## src/rtl/fetch_aligner.sv

```systemverilog
// Instruction-fetch aligner: issues word-aligned fetches, buffers returned
// halfwords in a 3-entry queue and presents one 16- or 32-bit instruction
// per cycle with its PC. Any redirect flushes the queue. A response that is
// still in flight when the redirect arrives is discarded.
module fetch_aligner #(
   parameter int                ADDR_W   = 32,
   parameter logic [ADDR_W-1:0] RESET_PC = '0
) (
   input  logic              clk,
   input  logic              rst,
   input  logic              redirect,
   input  logic [ADDR_W-1:0] redirect_pc,
   output logic              mem_req,
   output logic [ADDR_W-1:0] mem_addr,
   input  logic              mem_rvalid,
   input  logic [31:0]       mem_rdata,
   output logic              out_valid,
   input  logic              out_ready,
   output logic [31:0]       out_inst,
   output logic [ADDR_W-1:0] out_pc,
   output logic              out_is_compressed
);
   typedef enum logic [1:0] {S_IDLE, S_WAIT, S_DRAIN} state_t;

   state_t            state_q, state_d;
   logic [15:0]       hw_q [3];
   logic [15:0]       hw_d [3];
   logic [1:0]        count_q, count_d;
   logic [ADDR_W-1:0] fetch_addr_q, fetch_addr_d;
   logic [ADDR_W-1:0] out_pc_q, out_pc_d;
   logic              drop_low_q, drop_low_d;

   logic              head_comp;
   logic              accept;
   logic              push;
   logic [1:0]        pop_n;
   logic [1:0]        rem;
   logic [2:0]        src;

   // Issue side and handshake qualifiers, all decoded from registered state
   always_comb begin
      head_comp         = (hw_q[0][1:0] != 2'b11);
      out_valid         = rst && (head_comp ? (count_q >= 2'd1) : (count_q >= 2'd2));
      out_inst          = head_comp ? {16'h0000, hw_q[0]} : {hw_q[1], hw_q[0]};
      out_is_compressed = head_comp;
      out_pc            = out_pc_q;
      // Requesting only at count<=1 leaves room for a full word on return
      mem_req           = rst && (state_q == S_IDLE) && (count_q <= 2'd1) && !redirect;
      mem_addr          = fetch_addr_q;
      accept            = out_valid && out_ready && !redirect;
      push              = rst && (state_q == S_WAIT) && mem_rvalid && !redirect;
      pop_n             = accept ? (head_comp ? 2'd1 : 2'd2) : 2'd0;
      rem               = count_q - pop_n;
   end

   // Halfword queue: pop from the head first, then append behind the remainder
   always_comb begin
      src = 3'd0;
      for (int i = 0; i < 3; i++) begin
         src     = 3'(i) + {1'b0, pop_n};
         hw_d[i] = (src < 3'd3) ? hw_q[src[1:0]] : hw_q[i];
         if (push && (3'(i) == {1'b0, rem}))
            hw_d[i] = drop_low_q ? mem_rdata[31:16] : mem_rdata[15:0];
         if (push && !drop_low_q && (3'(i) == {1'b0, rem} + 3'd1))
            hw_d[i] = mem_rdata[31:16];
      end
      if (redirect)
         count_d = 2'd0;
      else if (push)
         count_d = rem + (drop_low_q ? 2'd1 : 2'd2);
      else
         count_d = rem;
   end

   // Fetch FSM, fetch pointer and PC bookkeeping; redirect overrides everything
   always_comb begin
      state_d      = state_q;
      fetch_addr_d = fetch_addr_q;
      drop_low_d   = drop_low_q;
      out_pc_d     = out_pc_q;
      case (state_q)
         S_IDLE:  if (mem_req) state_d = S_WAIT;
         S_WAIT: begin
            if (mem_rvalid)    state_d = S_IDLE;
            else if (redirect) state_d = S_DRAIN;
         end
         S_DRAIN: if (mem_rvalid) state_d = S_IDLE;
         default: state_d = S_IDLE;
      endcase
      if (mem_req)
         fetch_addr_d = fetch_addr_q + ADDR_W'(4);
      if (push && drop_low_q)
         drop_low_d = 1'b0;
      if (accept)
         out_pc_d = out_pc_q + (head_comp ? ADDR_W'(2) : ADDR_W'(4));
      if (redirect) begin
         fetch_addr_d = {redirect_pc[ADDR_W-1:2], 2'b00};
         drop_low_d   = redirect_pc[1];
         out_pc_d     = redirect_pc;
      end
   end

   // State registers with synchronous active-low reset
   always_ff @(posedge clk) begin
      if (!rst) begin
         state_q      <= S_IDLE;
         count_q      <= 2'd0;
         fetch_addr_q <= {RESET_PC[ADDR_W-1:2], 2'b00};
         drop_low_q   <= RESET_PC[1];
         out_pc_q     <= RESET_PC;
         for (int i = 0; i < 3; i++) hw_q[i] <= 16'h0000;
      end else begin
         state_q      <= state_d;
         count_q      <= count_d;
         fetch_addr_q <= fetch_addr_d;
         drop_low_q   <= drop_low_d;
         out_pc_q     <= out_pc_d;
         for (int i = 0; i < 3; i++) hw_q[i] <= hw_d[i];
      end
   end
endmodule
```

## config.mk

```make
export PLATFORM = sky130hd
export DESIGN_NAME = fetch_aligner
export DESIGN_NICKNAME = d
export VERILOG_FILES = /design/src/rtl/fetch_aligner.sv
export SDC_FILE = /design/constraint.sdc
export NUM_CORES = 1
export LEC_CHECK = 0
export ABC_CLOCK_PERIOD_IN_PS = 3350
export CORE_UTILIZATION = 35
export CTS_BUF_LIST = sky130_fd_sc_hd__clkbuf_4 sky130_fd_sc_hd__clkbuf_8
export CTS_CLUSTER_DIAMETER = 60
export DETAILED_ROUTE_END_ITERATION = 16
export DONT_BUFFER_PORTS = 1
export SYNTH_ARGS = -nofsm -noshare
export SYNTH_HDL_FRONTEND = slang
export SYNTH_SLANG_ARGS = --single-unit
```

## constraint.sdc

```tcl
create_clock -name clk -period 3.35 [get_ports clk]
set_input_delay 0 -clock clk [delete_from_list [all_inputs] [get_ports clk]]
set_output_delay 0 -clock clk [all_outputs]
set_load 0.01 [all_outputs]
```

* After elaboration in Yosys (flattened, before gate mapping)
Memories as Yosys holds them, arrays and structs flattened. Index checks and enable logic that the tools add are counted.
Operators by class: add/sub/neg operators 7, order comparisons 6, eq/ne operators 11, muxes and demuxes 33, bitwise gates (word level) 4, reduce and logical (&&, ||, !) cells 28
Operator list (count):
- 16-bit two-way mux | 13
- 32-bit two-way mux | 5
- 32-bit by 3-bit adder with 32-bit output | 1
- 32-bit by 3-bit adder with 32-bit output, second input constant | 1
- 1-bit logical AND | 17
- 2-bit two-way mux | 8
- 3-bit by 2-bit less-than comparator with 1-bit output, second input constant | 2
- 2-bit inequality test, second input constant | 3
- 3-bit inequality test, second input constant | 2
- 2-bit case mux with 3 select lines | 1
- 2-bit nonzero test | 3
- 1-bit two-way mux | 5
- 2-bit logical NOT | 2
- 1-bit by 2-bit adder with 3-bit output, first input constant | 1
- 2-bit by 1-bit adder with 3-bit output, second input constant | 1
- 2-bit by 2-bit adder with 3-bit output, first input constant | 1
- 1-bit by 3-bit == test with 1-bit output, first input constant | 1
- 2-bit by 3-bit == test with 1-bit output, first input constant | 1
- 3-bit logical NOT | 1
- 3-bit two-way mux | 1
- 1-bit OR | 3
- 3-bit AND reduction | 1
- 2-bit adder | 1
- 1-bit by 2-bit == test with 1-bit output, first input constant | 1
- 12 further kinds | 13
Storage, ports and cells: flip-flop bits (word level) 69, memory bits (writable) 48, memories kept 1
Memory list:
- hw_q | words 3, bits a word 16, read ports 5, clocked after memory_dff 0, wr ports 3, RTL line 26 | logic [15:0] hw_q [3];

* Logic depth before layout (Yosys ltp)
Gate-level depths: netlist of the first run.
depth after elaboration 13, mapped depth 13, gate-level depth less buffers 9

* Worst setup path before layout of the first run
No wires, ideal clock.
kind register to register, from memory hw_q[0][0], to memory hw_q[1][0] (enable), arrival 3.152 ns, required time 2.974 ns, setup slack -0.178 ns, stages on the path, launching flop included 11, period minus slack after synthesis 3.528 ns, cell sequence edfxtp_1 -> and3_1 -> clkbuf_1 -> nand3_1 -> clkinv_1 -> buf_2 -> ha_1 -> clkbuf_1 -> clkbuf_1 -> o21ai_0 -> nand4_1
RTL lines (RTL line):
- from (decl) | 26

==> results by group, run 1 <==
Clock tree
  – Skew-Pair Late Insertion Delay: approximately 0.46 ns
  – CTS Root Cell: clkbuf_8
  – CTS Buf Count: 17
  – Total clock sinks: ~120
  – Setup bufs post-CTS: 0
  – Clk pin slew, worst setup/hold paths: 0.08 ns
  – Clock buffer depth: 2
  – Htree depth: 4
  – TritonCTS clock tree: built

Worst setup path
  – Worst reg2reg setup slack: 0.38 ns
  – Capture point of the worst reg-to-reg path: hw_q[0][12]$_SDFFCE_PN0P_
  – Worst path depth: 10
  – R2R cell count: 10
  – Critical Path RT: approximately 3.6 ns
  – Launch point of the worst reg-to-reg path: hw_q[0][0]$_SDFFCE_PN0P_
  – Crit path to: hw_q[0][12]$_SDFFCE_PN0P_
  – CP cell instances: a21boi_2 -> o211ai_1 -> nor2_1 -> ha_1 -> inv_1 -> nor3b_4 -> buf_4 -> a32oi_1 -> dlygate4sd3_1 -> o31ai_1
  – Crit-path slowest cell: dlygate4sd3_1
  – Crit start category: flop
  – Critical Setup Path Class: reg -> reg
  – Critical-path maximum fanout: 30
  – Crit end category: flop
  – Worst setup startpoint: hw_q[0][0]$_SDFFCE_PN0P_
  – WP buf/inv: 3
  – Crit path DAT: 3.25 ns
  – Worst path max stage delay: between 0.5 and 0.6 ns
  – CP delay by family, top: buffers and inverters

GRT
  – Vias in the first global route: around 6,600
  – GRT Resource Usage Total: between 20% and 30%
  – Pin count of the biggest net entering global routing: 57
  – First-pass GRT wire length: 37,700 um
  – Initial antenna violation count: 0
  – Total grt overflow: 0

Synth
  – Main combinational cell family by area after synthesis: compound AO/OA/AOI/OAI gates
  – Synth Register Bits: 115
  – FFs w/ async S/R, synth: 0%
  – Mux cell area share after synthesis: about 7%
  – XOR/XNOR Fraction of Synth Area: approximately 6.4%
  – Simple-gate share of the synthesized area: between 20% and 30%
  – Number of synthesized flops with an enable pin: between 40 and 50
  – Post-Synth Adder-Cell Area: under 10%
  – Synth warn: 0
  – Synth unique cells: slightly above 70
  – Average cell area after synthesis: around 8.8 um2
  – Complex-gate fraction of the synthesized area: between 20% and 30%
  – Cells after Synth: between 800 and 900
  – Seq/Total Area, Yosys: 38.1%
  – Post-synthesis cell area: around 7300 um2
  – Ys flop type: dfxtp_1

Timing
  – RSZ-0062 raised after global routing: false
  – Final Cycle Share: between 80% and 90%
  – Fmax: between 0.3 and 0.4 GHz
  – Setup TNS: 0 ns
  – Hold Vio Cnt, Final: 0
  – # setup viols final: 0
  – Skew final: between 0.01 and 0.015 ns
  – Min Tclk post-route: 2.97 ns
  – Worst-Margin Slew: around 1.1 ns
  – Slew Limit Fails: 0
  – Slew headroom: a little over a quarter

Floorplan
  – Die W: between 100 and 150 um
  – FP Rows: 52
  – Initial core utilization: between 30% and 40%
  – Die ar.: about 21,000 um2
  – Ports: ~170
  – Chip Height: roughly 150 um
  – Core Area: 20,400 um2

Place
  – Port Buffers: 0
  – HPWL Detailed: approximately 16,000 um
  – GP Congestion: about 0.88

Cells and area
  – Fill cells: 2,044
  – Final net count: about 950
  – Area growth syn-to-layout: 17.9%
  – Antenna Cells: 0
  – Layout cells sized above 1: between 10% and 20%
  – Layout Utilization: approximately 42%

Routing
  – Initial DRT Pass Iterations: 5
  – Post-DRT Antenna Nets: 0
  – Via count: 6,833
  – First DRT Iteration DRCs: between 600 and 700
  – Wirelength per Cell: 20.9 um
  – WL final: 24,100 um
  – # DRC: 0
  – Drt via density: ~5.9

Worst hold path
  – Hold Crit Class: in -> reg
  – Startpoint of the worst hold path: rst

Power and ir drop
  – Pwr Density: between 300 and 400 nW/um2
  – Lkg Pwr: about 0.003 uW
  – Peak VDD IR: around 210 uV

Status
  – Run status: finished clean

Flow run
  – Max-cap violations: 0
## cells by family (layout without fill, tap and decap cells)
group	after synthesis	after routing
other cells	1	2
compound gates	236	236
mux	49	49
flops	115	115
fa+ha+maj	8	8
simple gates	286	286
buf+inv	82	136
xor+xnor	53	53
## synthesized netlist by cell type (7+ instances only)
library cell / count / share of area [%]
nand3_1: 23 / 1.6
nand2_1: 84 / 4.3
buf_2: 21 / 1.4
nand4_1: 16 / 1.4
ha_1: 7 / 1.2
nor4_1: 14 / 1.2
a21oi_1: 69 / 4.7
xnor2_1: 36 / 4.3
dfxtp_1: 67 / 18
nor3_1: 24 / 1.6
a31oi_1: 30 / 2.6
o211ai_1: 9 / 0.93
nor2_1: 47 / 2.4
and4_1: 11 / 1.3
o21ai_0: 48 / 3.3
inv_1: 11 / 0.57
clkbuf_1: 36 / 1.9
edfxtp_1: 48 / 20
nand2b_1: 7 / 0.60
a211o_1: 13 / 1.6
a22o_1: 27 / 3.2
and3_1: 23 / 2.0
xor2_1: 17 / 2.0
mux2_2: 14 / 2.2
mux2i_1: 35 / 4.8
## worst reg2reg max path: stages, from the launching register on
cell	delay, ns
edfxtp_1	0.43
a21boi_2	0.18
o211ai_1	0.11
nor2_1	0.26
ha_1	0.29
inv_1	0.13
nor3b_4	0.22
buf_4	0.37
a32oi_1	0.16
dlygate4sd3_1	0.58
o31ai_1	0.08
## power by group
group	internal [uW]	switching [uW]	total [uW]
combinational	152	170	323
sequential	1520	117	1640
clock	703	683	1390
## metrics by stage
| stage | hold slack (ns) | cell area (um2) | worst slack, ns | instances | total power [uW] |
|---|---|---|---|---|---|
| 5_1_grt | 0.0260 | 8610 | 0.145 | 1155 | 3470 |
| 3_5_place_dp | 0.0833 | 7550 | 0.377 | 1061 | 1900 |
| 2_1_floorplan | 0.0793 | 7310 | 0.0126 | 831 | 1840 |
| 3_3_place_gp | 0.0810 | 7550 | 0.475 | 1061 | 1900 |
| 4_1_cts | 0.000334 | 8600 | 0.211 | 1155 | 3360 |
| 6_report | 0.0192 | 8610 | 0.380 | 1155 | 3340 |
## flip-flops by register name (all words and copies together), names as in the netlist
name	flops
count_q	2
out_pc	32
hw_q	48
state_q	2
mem_addr	30
drop_low_q	1
## worst min-delay path by stage
stage / endpoint / depth (start not counted)
final: mem_addr[5]$_SDFFE_PN0P_ / 4
after global routing: hw_q[0][6]$_SDFFCE_PN0P_ / 3
after CTS: hw_q[0][7]$_SDFFCE_PN0P_ / 3
after detailed placement: state_q[1]$_SDFFE_PN0P_ / 1
after global placement: state_q[1]$_SDFFE_PN0P_ / 1
after floorplan: state_q[1]$_SDFFE_PN0P_ / 1
## layout make-up
type | instances | area, um2 | share of cell area, %
Clock buffer | 18 | 248 | 2.88
Clock inverter | 14 | 164 | 1.90
Inverter | 14 | 52.6 | 0.610
Multi-Input combinational cell | 634 | 4160 | 48.4
Sequential cell | 115 | 2780 | 32.3
Tap cell | 270 | 338 | 3.92
Timing Repair Buffer | 90 | 863 | 10.0
## routing by layer
metal  share of wire (%)  GRT usage, %
met1                  43          29.9
met4                 2.5          8.44
met3                 9.1          6.03
met2                  46          35.3
met5                   0             0
## cell usage in the layout, fill, tap and decap left out, types with 4 or more instances in the layout
cell type,count
nand2_1,84
a21oi_1,69
dfxtp_1,67
dlygate4sd3_1,60
o21ai_0,48
edfxtp_1,48
nor2_1,46
xnor2_1,36
mux2i_1,35
a31oi_1,30
a22o_1,27
buf_4,27
nor3_1,24
nand3_1,23
and3_1,23
clkbuf_8,18
xor2_1,17
nand4_1,16
nor4_1,14
mux2_2,14
a211o_1,13
and4_1,11
inv_1,10
o211ai_1,9
nand2b_1,7
ha_1,7
and2_1,6
nor4b_1,6
o31a_1,6
inv_6,6
o31ai_1,4
a31o_2,4
## timing repair
action / 4_1_cts / 5_1_grt
gates resized for setup: 0 / 3
setup endpoints to repair: 0 / 30
endpoints found under the hold margin: 131 / 0
hold buffers: 62 / 0
No activity file was read; power rests on OpenSTA's default activity.
==> inputs of run 2 (changes only) <==
--- a/config.mk
+++ b/config.mk
@@ -6,11 +6,13 @@
 export NUM_CORES = 1
 export LEC_CHECK = 0
 export ABC_CLOCK_PERIOD_IN_PS = 3350
-export CORE_UTILIZATION = 35
+export CORE_MARGIN = 2
+export CORE_UTILIZATION = 45
 export CTS_BUF_LIST = sky130_fd_sc_hd__clkbuf_4 sky130_fd_sc_hd__clkbuf_8
 export CTS_CLUSTER_DIAMETER = 60
 export DETAILED_ROUTE_END_ITERATION = 16
 export DONT_BUFFER_PORTS = 1
+export HOLD_SLACK_MARGIN = 0.08
 export SYNTH_ARGS = -nofsm -noshare
 export SYNTH_HDL_FRONTEND = slang
 export SYNTH_SLANG_ARGS = --single-unit
==> results by group, run 2 (synthesis results as in run 1) <==
GRT
  – M1 GR Usage: about 37%
  – First-pass GRT wire length: approximately 38,000 um
  – Initial antenna violation count: 0
  – Pin count of the biggest net entering global routing: 62
  – Total grt overflow: 0
  – Vias in the first global route: just under 7,000
  – Met3 GRT Util: under 10%
  – Grt peak-use layer: met2
  – GRT Resource Usage Total: a little over a quarter
  – Routing usage on met2: around 43%

Cells and area
  – Final net count: ~970
  – Area growth syn-to-layout: 19.8%
  – Most frequent cells in the layout: nand2_1 (84), dlygate4sd3_1 (78), a21oi_1 (69)
  – Fill cells: between 1,000 and 1,500
  – Final cell count without fillers: between 1,000 and 1,500
  – Layout cells sized above 1: between 10% and 20%
  – Layout Utilization: between 50% and 60%
  – Antenna Cells: 0
  – Top reg by flops: hw_q
  – Max FFs per register: 48
  – FF/Latch Area: approximately 2800 um2
  – Commonest non-fill, non-tap cell in the layout: nand2_1
  – Multi-input logic area: a little over 4000 um2

Clock tree
  – TritonCTS clock tree: built
  – CTS Root Cell: clkbuf_8
  – Total clock sinks: about 120
  – Htree depth: 4
  – Clock buffer depth: 2
  – Clk pin slew, worst setup/hold paths: approximately 0.080 ns
  – Skew-Pair Late Insertion Delay: around 0.47 ns
  – CTS Buf Count: 17

Flow run
  – Max-cap violations: 0

Timing
  – Setup TNS: 0 ns
  – Worst-Margin Slew: 0.967 ns
  – RSZ-0062 raised after global routing: false
  – Slew Limit Fails: 0
  – Slew headroom: about 36%
  – Skew final: 0.0119 ns
  – Hold slack: 0.128 ns
  – Fmax: 0.314 GHz
  – # setup viols final: 0
  – Final Cycle Share: between 90 and 100%
  – Final WS setup: roughly 0.16 ns
  – Min Tclk post-route: ~3.2 ns
  – Hold Vio Cnt, Final: 0

Status
  – Run status: finished clean

Power and ir drop
  – Lkg Pwr: 0.00302 uW
  – Peak VDD IR: ~230 uV
  – Clock Power Share: a little over two fifths
  – Sequential share of power: between 40% and 50%
  – Logic pwr share: 9.8%
  – Pwr Density: around 400 nW/um2
  – Sw Share: 27.3%
  – Sw power: about 950 uW
  – Internal Power: about 2500 uW

Worst setup path
  – Crit path DAT: 3.61 ns
  – Critical Path RT: approximately 3.8 ns
  – Critical-path maximum fanout: 22
  – Critical Setup Path Class: reg -> reg
  – R2R cell count: 12
  – Crit end category: flop
  – Capture point of the worst reg-to-reg path: out_pc[25]$_SDFFE_PN0N_
  – Launch point of the worst reg-to-reg path: hw_q[0][0]$_SDFFCE_PN0P_
  – Worst reg2reg setup slack: 0.16 ns
  – Crit start category: flop

Routing
  – Initial DRT Pass Iterations: 7
  – # DRC: 0
  – Post-DRT Antenna Nets: 0
  – First DRT Iteration DRCs: 624
  – WL final: approximately 24,000 um
  – Via count: roughly 7,000
  – Wirelength per Cell: approximately 21 um
  – Drt via density: roughly 6.3

Floorplan
  – Initial core utilization: between 40% and 50%
  – FP Rows: 46
  – Die ar.: approximately 17,000 um2
  – Ports: between 150 and 200
  – Core Area: about 16,000 um2
  – Chip Height: between 100 and 150 um
  – Die W: between 100 and 150 um

Worst hold path
  – Hold path cells: 4
  – Hold endpoint: mem_addr[19]$_SDFFE_PN0P_
  – Startpoint of the worst hold path: rst
  – Hold Crit Class: in -> reg

Place
  – HPWL Detailed: around 16,000 um
  – Setup WS pre-CTS: ~0.28 ns
  – Port Buffers: 0
  – GP Congestion: ~0.86
  – Placed insts: between 1,000 and 1,500
==> run 2: worst max-delay path by stage <==
| stage | cells past startpoint | slack (ns) | end | from |
|---|---|---|---|---|
| 3_3_place_gp | 9 | 0.43 | hw_q[2][12]$_SDFFCE_PN0P_ | hw_q[0][0]$_SDFFCE_PN0P_ |
| 5_1_grt | 12 | 0.02 | out_pc[25]$_SDFFE_PN0N_ | hw_q[0][0]$_SDFFCE_PN0P_ |
| 4_1_cts | 12 | 0.20 | out_pc[25]$_SDFFE_PN0N_ | hw_q[0][0]$_SDFFCE_PN0P_ |
| 2_1_floorplan | 10 | 0.01 | hw_q[1][0]$_SDFFCE_PN0P_ | hw_q[0][0]$_SDFFCE_PN0P_ |
| 3_5_place_dp | 10 | 0.28 | hw_q[2][12]$_SDFFCE_PN0P_ | hw_q[0][0]$_SDFFCE_PN0P_ |
| 6_report | 12 | 0.16 | out_pc[25]$_SDFFE_PN0N_ | hw_q[0][0]$_SDFFCE_PN0P_ |
==> run 2: critical path: stages, from the launching register on <==
cell and delay (ns):
edfxtp_1 0.44, buf_6 0.21, nand2_2 0.09, buf_4 0.20, ha_1 0.22, inv_1 0.07
fa_1 0.41, buf_4 0.21, nor3_1 0.25, nand4_1 0.17, xor2_1 0.18, o2bb2ai_1 0.15
dlygate4sd3_1 0.55
==> run 2: cell type report <==
| cell class | instances | area share [%] |
|---|---|---|
| inverter | 14 | 0.601 |
| clock inverter | 14 | 2.25 |
| multi-input combinational | 634 | 47.5 |
| timing repair buffer | 110 | 11.9 |
| clock buffer | 18 | 2.83 |
| sequential | 115 | 31.8 |
| tap | 216 | 3.09 |
==> run 2: timing repair <==
action                     CTS  global route
setup buffers                0             0
hold endpoints to repair   133             0
setup endpoints to repair    0             1
gates resized for setup      0             1
hold buffers                79             0
==> run 2: metal layers <==
metal | share of wire, % | vias up
li1 | - | 3238
met2 | 46 | 386
met1 | 43 | 3437
met5 | 0 | -
met4 | 1.9 | 0
met3 | 9.4 | 45
==> run 2: per-stage QoR <==
stage / cell area, um2 / power, uW
after floorplan: 7310 / 1840
after global placement: 7490 / 1890
after detailed placement: 7490 / 1900
after CTS: 8740 / 3480
after global routing: 8750 / 3590
final: 8750 / 3480
==> run 2: power by group through the flow <==
| stage | Combinational, uW | Sequential [uW] | Clock, uW |
|---|---|---|---|
| 2_1_floorplan | 203 | 1630 | 0 |
| 3_3_place_gp | 230 | 1660 | 0 |
| 3_5_place_dp | 235 | 1660 | 0 |
| 4_1_cts | 337 | 1630 | 1510 |
| 5_1_grt | 374 | 1640 | 1570 |
| 6_report | 342 | 1630 | 1500 |
